`src/rtl/keypad_debounce_encoder_if.sv`:
```
// Keypad front-end bus: raw key lines and enable in, debounced key status out.
interface keypad_debounce_encoder_if #(
  parameter int N_KEYS = 10,
  parameter int CODE_W = 4
);
  logic [N_KEYS-1:0] keypad;
  logic              enablen;
  logic [CODE_W-1:0] code_out;
  logic              loadn;
  logic              key_strobe;
  logic              multi_key;

  modport master (
    output keypad, enablen,
    input  code_out, loadn, key_strobe, multi_key
  );

  modport slave (
    input  keypad, enablen,
    output code_out, loadn, key_strobe, multi_key
  );
endinterface

```
`src/rtl/keypad_debounce_encoder.sv`:
```
// Keypad front end: synchronise raw key lines, priority-encode (highest index wins),
// debounce the encoded code, and report accepted key, hold flag, strobe and multi-key.
module keypad_debounce_encoder #(
  parameter int N_KEYS          = 10,
  parameter int CODE_W          = 4,
  parameter int DEBOUNCE_CYCLES = 100,
  parameter int REPEAT_CYCLES   = 0
) (
  input logic                     clk,
  input logic                     clrn,
  keypad_debounce_encoder_if.slave bus
);

  localparam int MAX_C = (DEBOUNCE_CYCLES > REPEAT_CYCLES) ? DEBOUNCE_CYCLES : REPEAT_CYCLES;
  localparam int CNT_W = $clog2(MAX_C + 1);
  localparam logic [CNT_W-1:0]  D_LAST  = CNT_W'(DEBOUNCE_CYCLES - 1);
  localparam logic [CNT_W-1:0]  R_LAST  = CNT_W'((REPEAT_CYCLES > 0) ? REPEAT_CYCLES - 1 : 0);
  localparam logic [CNT_W-1:0]  CNT_ONE = CNT_W'(1);
  localparam logic [N_KEYS-1:0] LSB_ONE = N_KEYS'(1);

  typedef enum logic [1:0] {IDLE, PRESS, HELD, RELEASE} state_t;

  // Highest active line wins; a later (higher) index overrides earlier matches.
  function automatic logic [CODE_W-1:0] prio_enc(input logic [N_KEYS-1:0] v);
    logic [CODE_W-1:0] r;
    r = '0;
    for (int i = 0; i < N_KEYS; i++) begin
      if (v[i]) r = CODE_W'(i);
    end
    return r;
  endfunction

  logic [N_KEYS-1:0] sync_p0, sync_p1;
  logic [CODE_W-1:0] enc;
  logic              any;
  logic              multi_r;

  state_t            state, state_n;
  logic [CNT_W-1:0]  cnt, cnt_n, rpt, rpt_n;
  logic [CODE_W-1:0] cand, cand_n, code_r, code_n;
  logic              loadn_r, loadn_n, strobe_r, strobe_n;

  // Stage p0/p1: two-flop synchroniser for the asynchronous key lines.
  always_ff @(posedge clk or negedge clrn) begin
    if (!clrn) begin
      sync_p0 <= '0;
      sync_p1 <= '0;
    end else begin
      sync_p0 <= bus.keypad;
      sync_p1 <= sync_p0;
    end
  end

  // Combinational encode of the synchronised lines.
  always_comb begin
    enc = prio_enc(sync_p1);
    any = |sync_p1;
  end

  // Multi-key flag: clearing the lowest set bit leaves something iff two or more lines are active.
  always_ff @(posedge clk or negedge clrn) begin
    if (!clrn) multi_r <= 1'b0;
    else       multi_r <= !bus.enablen && (|(sync_p1 & (sync_p1 - LSB_ONE)));
  end

  // FSM state and registered outputs.
  always_ff @(posedge clk or negedge clrn) begin
    if (!clrn) begin
      state    <= IDLE;
      cnt      <= '0;
      rpt      <= '0;
      cand     <= '0;
      code_r   <= '0;
      loadn_r  <= 1'b1;
      strobe_r <= 1'b0;
    end else begin
      state    <= state_n;
      cnt      <= cnt_n;
      rpt      <= rpt_n;
      cand     <= cand_n;
      code_r   <= code_n;
      loadn_r  <= loadn_n;
      strobe_r <= strobe_n;
    end
  end

  // Debounce FSM next-state logic; the strobe is a pulse so it defaults low every cycle.
  always_comb begin
    state_n  = state;
    cnt_n    = cnt;
    rpt_n    = rpt;
    cand_n   = cand;
    code_n   = code_r;
    loadn_n  = loadn_r;
    strobe_n = 1'b0;
    if (bus.enablen) begin
      state_n = IDLE;
      loadn_n = 1'b1;
      cnt_n   = '0;
      rpt_n   = '0;
    end else begin
      case (state)
        IDLE: begin
          if (any) begin
            state_n = PRESS;
            cand_n  = enc;
            cnt_n   = CNT_ONE;
          end
        end
        PRESS: begin
          if (!any) begin
            state_n = IDLE;
          end else if (enc == cand) begin
            if (cnt == D_LAST) begin
              state_n  = HELD;
              code_n   = cand;
              loadn_n  = 1'b0;
              strobe_n = 1'b1;
              rpt_n    = '0;
            end else begin
              cnt_n = cnt + CNT_ONE;
            end
          end else begin
            cand_n = enc;
            cnt_n  = CNT_ONE;
          end
        end
        HELD: begin
          if (any && (enc == code_r)) begin
            if (REPEAT_CYCLES > 0) begin
              if (rpt == R_LAST) begin
                strobe_n = 1'b1;
                rpt_n    = '0;
              end else begin
                rpt_n = rpt + CNT_ONE;
              end
            end
          end else begin
            state_n = RELEASE;
            cnt_n   = CNT_ONE;
          end
        end
        RELEASE: begin
          // Only the same key resumes the hold; any other key must re-debounce from IDLE.
          if (any && (enc == code_r)) begin
            state_n = HELD;
          end else if (cnt == D_LAST) begin
            state_n = IDLE;
            loadn_n = 1'b1;
          end else begin
            cnt_n = cnt + CNT_ONE;
          end
        end
        default: state_n = IDLE;
      endcase
    end
  end

  assign bus.code_out   = code_r;
  assign bus.loadn      = loadn_r;
  assign bus.key_strobe = strobe_r;
  assign bus.multi_key  = multi_r;

endmodule

```
`src/flat_wrapper.sv`:
```
// flat-port wrapper written by rule: the top's interface ports become plain ports
module keypad_debounce_encoder_flat 
#(
  parameter int N_KEYS          = 10,
  parameter int CODE_W          = 4,
  parameter int DEBOUNCE_CYCLES = 100,
  parameter int REPEAT_CYCLES   = 0
)
  (clk, clrn, bus_keypad, bus_enablen, bus_code_out, bus_loadn, bus_key_strobe, bus_multi_key);
  keypad_debounce_encoder_if #(.N_KEYS(N_KEYS), .CODE_W(CODE_W)) bus_i ();
  input logic clk;
  input logic clrn;
  input wire logic [$bits(bus_i.keypad)-1:0] bus_keypad;
  input wire logic [$bits(bus_i.enablen)-1:0] bus_enablen;
  output wire logic [$bits(bus_i.code_out)-1:0] bus_code_out;
  output wire logic [$bits(bus_i.loadn)-1:0] bus_loadn;
  output wire logic [$bits(bus_i.key_strobe)-1:0] bus_key_strobe;
  output wire logic [$bits(bus_i.multi_key)-1:0] bus_multi_key;
  assign bus_i.keypad = bus_keypad;
  assign bus_i.enablen = bus_enablen;
  assign bus_code_out = bus_i.code_out;
  assign bus_loadn = bus_i.loadn;
  assign bus_key_strobe = bus_i.key_strobe;
  assign bus_multi_key = bus_i.multi_key;
  keypad_debounce_encoder #(.N_KEYS(N_KEYS), .CODE_W(CODE_W), .DEBOUNCE_CYCLES(DEBOUNCE_CYCLES), .REPEAT_CYCLES(REPEAT_CYCLES)) u_core (.clk(clk), .clrn(clrn), .bus(bus_i));
endmodule
```
`config.mk`:
```
export PLATFORM = sky130hd
export DESIGN_NAME = keypad_debounce_encoder_flat
export DESIGN_NICKNAME = d
export VERILOG_FILES = /design/src/rtl/keypad_debounce_encoder_if.sv /design/src/rtl/keypad_debounce_encoder.sv /design/src/flat_wrapper.sv
export SDC_FILE = /design/constraint.sdc
export NUM_CORES = 1
export LEC_CHECK = 0
export BUFFER_PORTS_ARGS = -buffer_cell sky130_fd_sc_hd__buf_2
export CORE_MARGIN = 5
export CORE_UTILIZATION = 35
export CTS_BUF_LIST = sky130_fd_sc_hd__clkbuf_2
export CTS_CLUSTER_SIZE = 30
export DETAILED_ROUTE_END_ITERATION = 16
export GPL_ROUTABILITY_DRIVEN = 0
export GPL_TIMING_DRIVEN = 0
export PLACE_DENSITY = 0.6
export SETUP_SLACK_MARGIN = 0.1
export SLEW_MARGIN = 20
export SYNTH_ARGS = -nofsm -noshare
export SYNTH_HDL_FRONTEND = slang
export SYNTH_SLANG_ARGS = --single-unit
```
`constraint.sdc`:
```
create_clock -name clk -period 3.1 [get_ports clk]
set_input_delay 0.62 -clock clk [delete_from_list [all_inputs] [get_ports clk]]
set_output_delay 0.62 -clock clk [all_outputs]
set_load 0.05 [all_outputs]
```
==> summary.txt <==
Worst setup path
  – Reg2reg start: u_core.sync_p1[5]$_DFF_PN0_
  – R2r worst-path depth: 8
  – Worst setup EP type: flip-flop
  – Startpoint types: flip-flop
  – Worst setup path category: reg -> reg
  – Flop-to-flop setup slack: 0.38 ns
  – CP Launch Point: u_core.sync_p1[5]$_DFF_PN0_
  – WP data required: 3.44 ns
  – Worst-path fanout max: 10
  – Data arrival, critical path: 3.06 ns
  – R2r endpoint: u_core.state[1]$_DFFE_PN0P_

Routing
  – DRC viols: 0
  – Initial DRC count: 84
  – Via density: 5.410
  – Post-route ant nets: 0
  – DRT Wirelength: 4203 µm
  – Via count: 1569
  – Drt pass-1 iters: 4
  – Routed len/inst: 14.49 µm

Synthesis
  – Post-synth EDFFs: 0
  – Yosys reg bits: 40
  – Synth Warn #: 0
  – Post-synth ARST share: 100.0%
  – Yosys cell types: 56
  – Mapped Area: 0.002052 mm²
  – Cells after Synth: 191
  – Seq/Total Area, Yosys: 48.84%
  – Syn Nets: 205
  – Avg Cell Area, Syn: 10.74 µm²
  – Prevailing post-synth register cell: dfrtp_1

Placed design
  – DP Area: 0.002237 mm²
  – IO Port Bufs: 19
  – DPL Wire Length: 3017 µm
  – Number of instances in the placed design: 282

CTS
  – Clock transition at path regs: 0.24 ns
  – CTS H-tree depth: 2
  – CTS Buf Count: 5
  – CTS tree: built
  – Clock Latency Late Sink: 0.42 ns
  – Sink Count: 40
  – Root buf cell: clkbuf_2
  – Post_cts resized: 0
  – Total setup buffers inserted after CTS: 0
  – Hold buffers post-CTS: 0
  – Clock Path Buffers: 2

Hold path
  – HP Class: in -> async

STA
  – Clock skew: 0.02010 ns
  – Tightest Pin Transition: 0.8540 ns
  – Minimum clock period: 2.724 ns
  – RSZ-0062 raised after global routing: false
  – Period utilization: 87.88%
  – Final setup viols: 0
  – Max-slew violation count: 0
  – Setup TNS: 0 ns
  – Max-slew headroom: 43.07%
  – Final Hold Violating Endpoints: 0
  – Achievable frequency: 0.3671 GHz

Floorplanning
  – Rows: 27
  – Starting Density: 36.59%
  – # IOs: 20
  – Die height: 86.57 µm
  – Core ar.: 0.005608 mm²
  – Die area: 0.007494 mm²
  – Die X: 86.57 µm

GRT
  – First-pass GRT wire length: 7293 µm
  – Total gr overflow: 0
  – Initial antenna violation count: 0
  – Largest net degree at the start of global routing: 41
  – Vias in the first global route: 1499
  – GR Util All Layers: 12.26%

Run status
  – Status: finished clean

Power and ir drop
  – Psw: 0.4684 mW
  – Clock power share: 24.9%
  – Internal Power: 0.8633 mW
  – Pwr/cell area: 576.9 mW/mm²
  – Leakage power: 1.026 nW
  – Worst vdd ir: 0.2558 mV
  – Gate power share: 28.8%
  – Sequential share of power: 46.4%
  – Sw Share: 35.18%

Finish
  – Most common cell after layout, fill and taps aside: dfrtp_1
  – Most frequent cells in the layout: dfrtp_1 (39), buf_2 (26), nor2_1 (22)
  – Area of the multi-input gates: 962.2 µm²
  – Finished Layout Cells: 290
  – Area grow syn2layout: 12.50%
  – Ant diodes: 0
  – FF+latch area: 0.001002 mm²
  – Design area: 0.002308 mm²
  – Layout Nets: 231
  – Layout cell share with drive strength beyond 1: 24.77%
  – Fillers: 594

Flow run
  – Max Cap Violations: 0
==> cells in the mapped netlist, types with 4 or more instances <==
library cell / n / share of area (%)
dfrtp_1: 39 / 48
nor2_1: 22 / 4.0
inv_1: 9 / 1.6
nand2_1: 8 / 1.5
o21ai_0: 8 / 2.0
buf_2: 7 / 1.7
o32ai_1: 6 / 2.6
mux2_2: 5 / 2.7
nor2b_1: 5 / 1.5
a21oi_1: 4 / 0.98
a22o_1: 4 / 1.7
a32o_1: 4 / 2.0
mux2_4: 4 / 2.9
==> stage by stage <==
stage | hold WS (ns) | total power, mW | setup slack [ns] | utilization (%)
finish | 0.2612 | 1.332 | 0.3758 | 41.16
global route | 0.2412 | 1.425 | 0.1726 | 41.16
CTS | 0.2634 | 1.347 | 0.4022 | 41.16
detailed placement | 0.3347 | 1.011 | 0.4154 | 39.89
global placement | 0.3320 | 1.003 | 0.4272 | 39.89
floorplan | 0.3244 | 0.9128 | 0.5268 | -
==> power groups by stage <==
stage	sequential, mW	clock (mW)	combinational, mW
CTS	0.618	0.345	0.384
detailed placement	0.628	0	0.383
finish	0.618	0.331	0.383
global placement	0.627	0	0.376
global route	0.629	0.370	0.426
floorplan	0.618	0	0.295
==> critical path, stage by stage, from the launching register on <==
cell and delay [ns]:
dfrtp_1 0.36, buf_2 0.20, inv_1 0.09, a221oi_2 0.50, mux2_2 0.42, o31a_1 0.29, buf_4 0.17, a221oi_2 0.26
mux2_1 0.35
==> registers in the layout (all words and copies together), names as in the netlist <==
signal,count
u_core.sync_p1,10
u_core.cnt,7
u_core.bus.multi_key,1
u_core.sync_p0,10
u_core.bus.code_out,4
u_core.cand,4
u_core.bus.loadn,1
u_core.bus.key_strobe,1
u_core.state,2
==> per-layer routing <==
metal	wire length (µm)	up-vias	share of wire [%]	global-route usage [%]
met3	238	6	5.7	3.137
met5	0	-	0	0
li1	-	768	-	-
met2	1833	33	44	18.36
met1	2068	762	49	17.18
met4	63	0	1.5	4.108
==> cell type report <==
cell class,count,share of cell area [%]
plain buffers,10,2.168
clock buffers,5,1.084
clock inverters,3,2.005
inverters,10,1.626
multi-input cells,131,41.68
flip-flops and latches,40,43.41
well taps,72,3.902
repair buffers,19,4.119
==> worst max path at each step <==
stage	depth (start not counted)	slack, ns	to
detailed placement	8	0.42	u_core.state[1]$_DFFE_PN0P_
global placement	8	0.43	u_core.state[1]$_DFFE_PN0P_
global route	7	0.17	u_core.cnt[2]$_DFFE_PN0P_
floorplan	7	0.53	u_core.state[1]$_DFFE_PN0P_
finish	8	0.38	u_core.state[1]$_DFFE_PN0P_
CTS	8	0.40	u_core.state[1]$_DFFE_PN0P_
==> logic make-up (layout without fill, tap and decap cells) <==
logic type	after synthesis	count (layout)	synth area share, %
AO/OA/AOI/OAI	53	53	21.04
adder cells (fa/ha/maj)	3	3	1.585
buffers and inverters	20	47	4.268
flip-flops	40	40	48.84
multiplexers	14	14	8.232
AND/OR/NAND/NOR	61	61	16.04
Note: power is estimated with default switching activity, not from simulation.
